--- src/rtl/decode_stage.sv ---
// RV32/RV64 registered decode stage with a 2-entry skid buffer.
// Define DECODE_ILLEGAL_EN to enable illegal-encoding detection.
module decode_stage #(
    parameter int XLEN = 32,
    parameter int PC_W = XLEN
) (
    input  logic            clk,
    input  logic            rst_n,
    input  logic            flush,
    input  logic            in_valid,
    output logic            in_ready,
    input  logic [31:0]     in_instr,
    input  logic [PC_W-1:0] in_pc,
    output logic            out_valid,
    input  logic            out_ready,
    output logic [PC_W-1:0] out_pc,
    output logic [6:0]      opcode,
    output logic [2:0]      funct3,
    output logic [6:0]      funct7,
    output logic [4:0]      rd,
    output logic [4:0]      rs1,
    output logic [4:0]      rs2,
    output logic [XLEN-1:0] imm,
    output logic [2:0]      imm_fmt,
    output logic            csr_instr,
    output logic            csr_imm_instr,
    output logic            illegal
);

    localparam logic [6:0] OP_LUI   = 7'b0110111;
    localparam logic [6:0] OP_AUIPC = 7'b0010111;
    localparam logic [6:0] OP_JAL   = 7'b1101111;
    localparam logic [6:0] OP_JALR  = 7'b1100111;
    localparam logic [6:0] OP_BR    = 7'b1100011;
    localparam logic [6:0] OP_LOAD  = 7'b0000011;
    localparam logic [6:0] OP_STORE = 7'b0100011;
    localparam logic [6:0] OP_ARI_I = 7'b0010011;
    localparam logic [6:0] OP_ARI_R = 7'b0110011;
    localparam logic [6:0] OP_CSR   = 7'b1110011;

    localparam logic [2:0] FMT_NONE = 3'd0;
    localparam logic [2:0] FMT_I    = 3'd1;
    localparam logic [2:0] FMT_S    = 3'd2;
    localparam logic [2:0] FMT_B    = 3'd3;
    localparam logic [2:0] FMT_U    = 3'd4;
    localparam logic [2:0] FMT_J    = 3'd5;
    localparam logic [2:0] FMT_Z    = 3'd6;

    typedef struct packed {
        logic [PC_W-1:0] pc;
        logic [6:0]      opcode;
        logic [2:0]      funct3;
        logic [6:0]      funct7;
        logic [4:0]      rd;
        logic [4:0]      rs1;
        logic [4:0]      rs2;
        logic [XLEN-1:0] imm;
        logic [2:0]      imm_fmt;
        logic            csr_instr;
        logic            csr_imm_instr;
        logic            illegal;
    } dec_t;

    logic [6:0]      op;
    logic [31:0]     imm32;
    logic [2:0]      fmt;
    logic [XLEN-1:0] imm_ext;
    logic            ill;
    dec_t            dec;
    dec_t            main_q;
    dec_t            skid_q;
    logic            main_v;
    logic            skid_v;
    logic            accept;
    logic            xfer;

    assign op = in_instr[6:0];

    // imm32 is already sign-correct at bit 31; zimm keeps bit 31 clear
    always_comb begin
        fmt   = FMT_NONE;
        imm32 = '0;
        unique case (op)
            OP_LUI, OP_AUIPC: begin
                fmt   = FMT_U;
                imm32 = {in_instr[31:12], 12'b0};
            end
            OP_JAL: begin
                fmt   = FMT_J;
                imm32 = {{12{in_instr[31]}}, in_instr[19:12],
                         in_instr[20], in_instr[30:21], 1'b0};
            end
            OP_BR: begin
                fmt   = FMT_B;
                imm32 = {{20{in_instr[31]}}, in_instr[7],
                         in_instr[30:25], in_instr[11:8], 1'b0};
            end
            OP_STORE: begin
                fmt   = FMT_S;
                imm32 = {{21{in_instr[31]}}, in_instr[30:25],
                         in_instr[11:7]};
            end
            OP_JALR, OP_LOAD, OP_ARI_I: begin
                fmt   = FMT_I;
                imm32 = {{21{in_instr[31]}}, in_instr[30:20]};
            end
            OP_CSR: begin
                fmt   = FMT_Z;
                imm32 = {27'b0, in_instr[19:15]};
            end
            default: begin
                fmt   = FMT_NONE;
                imm32 = '0;
            end
        endcase
    end

    always_comb begin
        imm_ext       = {XLEN{imm32[31]}};
        imm_ext[31:0] = imm32;
    end

`ifdef DECODE_ILLEGAL_EN
    always_comb begin
        ill = (in_instr[1:0] != 2'b11);
        unique case (op)
            OP_LUI, OP_AUIPC, OP_JAL, OP_JALR,
            OP_LOAD, OP_STORE, OP_ARI_I: ;
            OP_ARI_R: begin
                if (in_instr[31:25] == 7'b0100000) begin
                    if (in_instr[14:12] != 3'b000 &&
                        in_instr[14:12] != 3'b101)
                        ill = 1'b1;
                end else if (in_instr[31:25] != 7'b0000000) begin
                    ill = 1'b1;
                end
            end
            OP_BR: begin
                if (in_instr[14:13] == 2'b01)
                    ill = 1'b1;
            end
            OP_CSR: begin
                if (in_instr[14:12] == 3'b000)
                    ill = 1'b1;
            end
            default: ill = 1'b1;
        endcase
    end
`else
    assign ill = 1'b0;
`endif

    always_comb begin
        dec               = '0;
        dec.pc            = in_pc;
        dec.opcode        = op;
        dec.funct3        = in_instr[14:12];
        dec.funct7        = in_instr[31:25];
        dec.rd            = in_instr[11:7];
        dec.rs1           = in_instr[19:15];
        dec.rs2           = in_instr[24:20];
        dec.imm           = imm_ext;
        dec.imm_fmt       = fmt;
        dec.csr_instr     = (op == OP_CSR);
        dec.csr_imm_instr = (op == OP_CSR) & in_instr[14];
        dec.illegal       = ill;
    end

    assign in_ready  = !skid_v;
    assign out_valid = main_v;
    assign accept    = in_valid & in_ready;
    assign xfer      = main_v & out_ready;

    // skid full implies in_ready=0, so no accept can race the refill
    always_ff @(posedge clk or negedge rst_n) begin
        if (!rst_n) begin
            main_q <= '0;
            skid_q <= '0;
            main_v <= 1'b0;
            skid_v <= 1'b0;
        end else if (flush) begin
            main_v <= 1'b0;
            skid_v <= 1'b0;
        end else if (skid_v) begin
            if (xfer) begin
                main_q <= skid_q;
                main_v <= 1'b1;
                skid_v <= 1'b0;
            end
        end else if (!main_v || xfer) begin
            main_v <= accept;
            if (accept)
                main_q <= dec;
        end else if (accept) begin
            skid_q <= dec;
            skid_v <= 1'b1;
        end
    end

    assign out_pc        = main_q.pc;
    assign opcode        = main_q.opcode;
    assign funct3        = main_q.funct3;
    assign funct7        = main_q.funct7;
    assign rd            = main_q.rd;
    assign rs1           = main_q.rs1;
    assign rs2           = main_q.rs2;
    assign imm           = main_q.imm;
    assign imm_fmt       = main_q.imm_fmt;
    assign csr_instr     = main_q.csr_instr;
    assign csr_imm_instr = main_q.csr_imm_instr;
    assign illegal       = main_q.illegal;

endmodule

--- config.mk ---
export PLATFORM = sky130hd
export DESIGN_NAME = decode_stage
export DESIGN_NICKNAME = d
export VERILOG_FILES = /design/src/rtl/decode_stage.sv
export SDC_FILE = /design/constraint.sdc
export NUM_CORES = 1
export LEC_CHECK = 0
export BUFFER_PORTS_ARGS = -buffer_cell sky130_fd_sc_hd__buf_2
export CELL_PAD_IN_SITES_DETAIL_PLACEMENT = 1
export CELL_PAD_IN_SITES_GLOBAL_PLACEMENT = 2
export CORE_MARGIN = 2
export CORE_UTILIZATION = 34
export CTS_CLUSTER_DIAMETER = 80
export DETAILED_ROUTE_END_ITERATION = 7
export PLACE_DENSITY_LB_ADDON = 0.1
export SKIP_LAST_GASP = 1
export SLEW_MARGIN = 15
export SYNTH_ARGS = -nofsm -noshare
export SYNTH_HDL_FRONTEND = slang
export SYNTH_SLANG_ARGS = --single-unit
--- constraint.sdc ---
create_clock -name clk -period 2.26 [get_ports clk]
set_clock_uncertainty 0.2 [all_clocks]
set_input_delay 0.113 -clock clk [delete_from_list [all_inputs] [get_ports clk]]
set_output_delay 0.113 -clock clk [all_outputs]
set_load 0.01 [all_outputs]
After elaboration in Yosys (flattened, before gate mapping)
Cells that the tools add are included.
{"block": "totals", "register_bits": 205, "out_inout_bits": 104, "word_cells": 68}
{"block": "op_classes", "eq_ne": 11, "muxes": 15, "n_bitwise": 6, "n_reduce_logical": 11}
{"operator": "2-to-1 mux 102 bit", "count": 4}
{"operator": "case mux 32 bit (6 select lines)", "count": 1}
{"operator": "equality test 7 bit (second input constant)", "count": 4}
{"operator": "case mux 3 bit (6 select lines)", "count": 1}
{"operator": "equality test 7 x 5 -> 1 bit (second input constant)", "count": 2}
{"operator": "equality test 7 x 6 -> 1 bit (second input constant)", "count": 2}
{"operator": "2-to-1 mux 1 bit", "count": 9}
{"operator": "AND reduction 4 bit", "count": 2}
{"operator": "equality test 7 x 2 -> 1 bit (second input constant)", "count": 1}
{"operator": "nonzero test 2 bit", "count": 2}
{"operator": "AND 1 bit", "count": 3}
{"operator": "!= test 3 x 2 -> 1 bit (second input constant)", "count": 1}
{"operator": "NOT 1 bit", "count": 3}
{"operator": "nonzero test 3 bit", "count": 1}
{"operator": "OR reduction 3 bit", "count": 1}
{"operator": "logical NOT 1 bit", "count": 2}
{"operator": "!= test 2 x 1 -> 1 bit (second input constant)", "count": 1}
{"operator": "AND reduction 2 bit", "count": 1}
{"operator": "OR reduction 2 bit", "count": 1}
{"operator": "logical OR 1 bit", "count": 1}

Longest topological paths before layout
{"block": "depth", "word_depth": 6, "ltp_mapped": 8, "mapped_depth_nobuf": 4}

Worst setup path before layout
OpenSTA, ideal clock, no wires.
{"block": "synth_path", "kind": "register -> register", "start": "reg skid_v", "end": "reg main_q (netlist bit imm[10])", "setup_time_ns": 0.126, "arrival_time_ns": 1.548, "required_ns": 1.934, "setup_slack_ns": 0.386, "stages_incl_launch_ff": 7, "period_less_slack_ns": 1.874, "cell_sequence": "dfrtp_1 buf_2 nand2b_4 a211o_1 buf_2 buf_2 a221o_1"}
{"block": "synth_between", "elab_chain_len": 4, "elab_cells_between_ends": 7, "cone_classes": "eq/ne (1); mux (1); bitwise (1); reduce/logical (4)"}
{"element": "from (decl)", "line_no": "73", "source": "logic skid_v;"}
{"element": "from (signal assigned)", "line_no": "180", "source": "skid_v <= 1'b0;"}
{"element": "from (signal assigned)", "line_no": "183", "source": "skid_v <= 1'b0;"}
{"element": "from (signal assigned)", "line_no": "188", "source": "skid_v <= 1'b0;"}
{"element": "logical NOT 1 bit", "line_no": "169", "source": "assign in_ready = !skid_v;"}
{"element": "AND 1 bit", "line_no": "171", "source": "assign accept = in_valid & in_ready;"}
{"element": "nonzero test 2 bit (no line)"}
{"element": "AND reduction 4 bit (no line)"}
{"element": "to (signal assigned)", "line_no": "186", "source": "main_q <= skid_q;"}
{"element": "to (decl)", "line_no": "70", "source": "dec_t main_q;"}
Parallel ways exist; a longest one is shown, timed or not.
A chain may end at the register's enable or synchronous reset.

Final worst setup path
{"block": "layout_path", "start": "reg skid_v", "end": "out in_ready"}
{"block": "layout_between", "elab_chain_len": 1}
{"element": "logical NOT 1 bit", "line_no": "169"}
{"element": "to (decl)", "line_no": "11", "source": "output logic in_ready,"}
No other way between the ends.

==> results.sh <==
export IMPL_cts_buffer_depth=3
export IMPL_fmax_mhz=468
export IMPL_rsz0062_at_grt="no"
export IMPL_firstDrtPassIters=4
export IMPL_final_util_pct=45.6
export IMPL_required_ns=1.95
export IMPL_synth_simple_gate_area_share_pct=17.6
export IMPL_min_delay_start="in_pc[8]"
export IMPL_synth_largest_area_cell="dfrtp_1"
export IMPL_postRouteAntennaNets=0
export IMPL_row_count=59
export IMPL_syn_to_final_growth_pct=32.8
export IMPL_syn_area_per_cell_um2=9.60
export IMPL_antenna_cells=0
export IMPL_status="completed"
export IMPL_synthMuxAreaShare_pct=7.36
export IMPL_hold_slack_ns=0.157
export IMPL_postCtsSetupBuffers=0
export IMPL_period_needed_ns=2.14
export IMPL_synth_compound_area_share_pct=13.9
export IMPL_wl_um=27600
export IMPL_yosysMostFrequentCell="nand2_1"
export IMPL_die_w_um=165
export IMPL_critPathLaunchType="flip-flop"
export IMPL_worst_path_max_fanout=28
export IMPL_ys_ff_latch=204
export IMPL_post_dp_hpwl_um=17800
export IMPL_min_to="skid_q[78]"
export IMPL_drtIter0Drc=373
export IMPL_routabilityCongestion=0.743
export IMPL_cts_sinks=204
export IMPL_grt_pass1_vias=7753
export IMPL_wl_per_cell_um=18.2
export IMPL_vias=7465
export IMPL_p_leak_nw=5.68
export IMPL_cts_tree="done"
export IMPL_dominantRegCellSynth="dfrtp_1"
export IMPL_netlist_area_leader_share_pct=57.6
export IMPL_io_pins=173
export IMPL_maxCapViolCount=0
export IMPL_port_buffers=171
export IMPL_drc=0
export IMPL_yosysSeqAreaShare_pct=57.6
export IMPL_netlist_instances=923
export IMPL_ys_warn_count=0
export IMPL_cts_htree_levels=1
export IMPL_synth_common_cells="nand2_1, dfrtp_1, o21ai_0, mux2i_1, nor2_1"
export IMPL_grtUsageTotal_pct=20.4
export IMPL_netlist_top_cells_area="dfrtp_1, nand2_1, mux2i_1"
export IMPL_tns_ns=0
export IMPL_slew_headroom_pct=51.7
export IMPL_yosys_area_share_xor_xnor_pct=0
export IMPL_r2r_start="skid_v"
export IMPL_holdPathStages=4
export IMPL_avgViaCountPerCell=4.93
export IMPL_clkLatencyLatePin_ns=0.51
export IMPL_antenna_found_initial=0
export IMPL_critPathKind="flip-flop to output port"
export IMPL_endpoint_kind="output port"
export IMPL_core_um2=25800
export IMPL_ir_drop_uv=477
export IMPL_synth_adder_area_share_pct=0
export IMPL_overflow=0
export IMPL_arrival_ns=1.83
export IMPL_finalHoldViolCount=0
export IMPL_hp_class="input pin to flip-flop"
export IMPL_root_buffer="clkbuf_16"
export IMPL_synth_nets=992
export IMPL_initial_utilization_pct=34.3
export IMPL_clkTransAtPathRegs_ns=0.06
export IMPL_die_area_um2=27400
export IMPL_setup_viol=0
export IMPL_grt_pass1_wl_um=43800
export IMPL_cts_buffers=24
export IMPL_finalNetCount=1231
export IMPL_r2r_end="imm[24]"
export IMPL_maxSlewViolCount=0
export IMPL_reg2reg_depth=5
export IMPL_synth_cell_type_count=48
export IMPL_layout_drive_gt1_share_pct=22.1
export IMPL_tightestPinTransition_ns=0.720
export IMPL_p_per_area_nw_per_um2=921
export IMPL_grt_max_degree=97
export IMPL_synth_edff_count=0
export IMPL_die_y_um=165
export IMPL_fillers=2990
export IMPL_timing_final_crit_share_pct=94.6
export IMPL_r2r_setup_slack_ns=0.15
export IMPL_synthArstFlopShare_pct=100
export IMPL_syn_area_um2=8860
export IMPL_synth_top_family_by_area="simple AND/OR/NAND/NOR gates"
cell usage in the layout, fill, tap and decap left out, types with 3 or more instances in the layout:
cell / instances
buf_4: 27
clkinv_2: 5
mux2i_1: 64
clkbuf_1: 7
a22oi_1: 23
nand3_1: 10
clkbuf_16: 25
a21oi_1: 30
buf_2: 170
a221o_1: 7
clkbuf_8: 5
nand2_1: 294
nor2_1: 33
nor3_2: 4
and3_1: 8
a31oi_1: 3
dlygate4sd3_1: 69
a22o_1: 6
o21ai_0: 115
nand2b_1: 3
inv_1: 9
dfrtp_1: 203
o22ai_1: 8
buf_12: 7
stage by stage:
step	setup WS [ns]	area (um^2)	power [mW]	instances
finish	0.122	11800	10.8	1514
global route	0.0332	11800	11.5	1514
CTS	0.0220	11800	11.0	1514
detailed placement	-0.0599	10300	6.95	1402
global placement	-0.00246	10300	6.87	1402
floorplan	0.386	8860	5.98	923
cells by family (layout without fill, tap and decap cells):
| logic type | count (synthesis) | in the layout |
|---|---|---|
| buffers and inverters | 72 | 328 |
| multiplexers | 65 | 65 |
| other | 1 | 1 |
| AO/OA/AOI/OAI | 207 | 207 |
| flip-flops | 204 | 204 |
| AND/OR/NAND/NOR | 374 | 374 |
per-layer routing:
metal	part of all wire [%]	routed length (um)	GRT usage [%]
met1	47	12900	28.8
met2	48	13100	33.6
met3	4.1	1140	2.97
met4	1.5	400	3.76
met5	0	0	0
worst max path at each step:
stage,start,depth (start not counted),end
floorplan,skid_v,6,imm[10]
global placement,skid_v,4,skid_q[23]
detailed placement,skid_v,4,skid_q[22]
CTS,skid_v,4,in_ready
global route,skid_v,5,imm[29]
finish,skid_v,4,in_ready
registers in the layout (all words and copies together), names as in the netlist:
name,flops
rs2,5
csr_imm_instr,1
out_valid,1
imm_fmt,3
skid_q,101
opcode,7
rd,5
skid_v,1
funct7,7
funct3,3
imm,32
out_pc,32
rs1,5
csr_instr,1
repair_timing:
| item | in CTS | in global routing |
|---|---|---|
| cloned | 0 | 0 |
| endpoints found under the hold margin | 399 | 0 |
| endpoints found under the setup margin | 9 | 12 |
| hold buffers | 69 | 0 |
| gates resized for setup | 2 | 2 |
area by class of cell:
cell class | count | area [um^2] | share of cell area (%)
Clock inverter | 7 | 85.1 | 0.723
Multi-Input combinational cell | 647 | 3500 | 29.7
Tap cell | 335 | 419 | 3.56
Timing Repair Buffer | 276 | 1920 | 16.3
Sequential cell | 204 | 5110 | 43.4
Clock buffer | 36 | 707 | 6.00
Inverter | 9 | 33.8 | 0.287
worst max-delay path, cell delays in order (launching register included):
cell     delay [ns]
dfrtp_4        0.51
buf_6          0.22
inv_1          0.14
buf_6          0.25
buf_2          0.18
power by group:
| part | total (mW) | switching, mW | internal (mW) |
|---|---|---|---|
| sequential | 4.91 | 0.438 | 4.48 |
| combinational | 2.03 | 1.15 | 0.873 |
| clock | 3.90 | 1.52 | 2.38 |
Note: power is estimated with default switching activity, not from simulation.
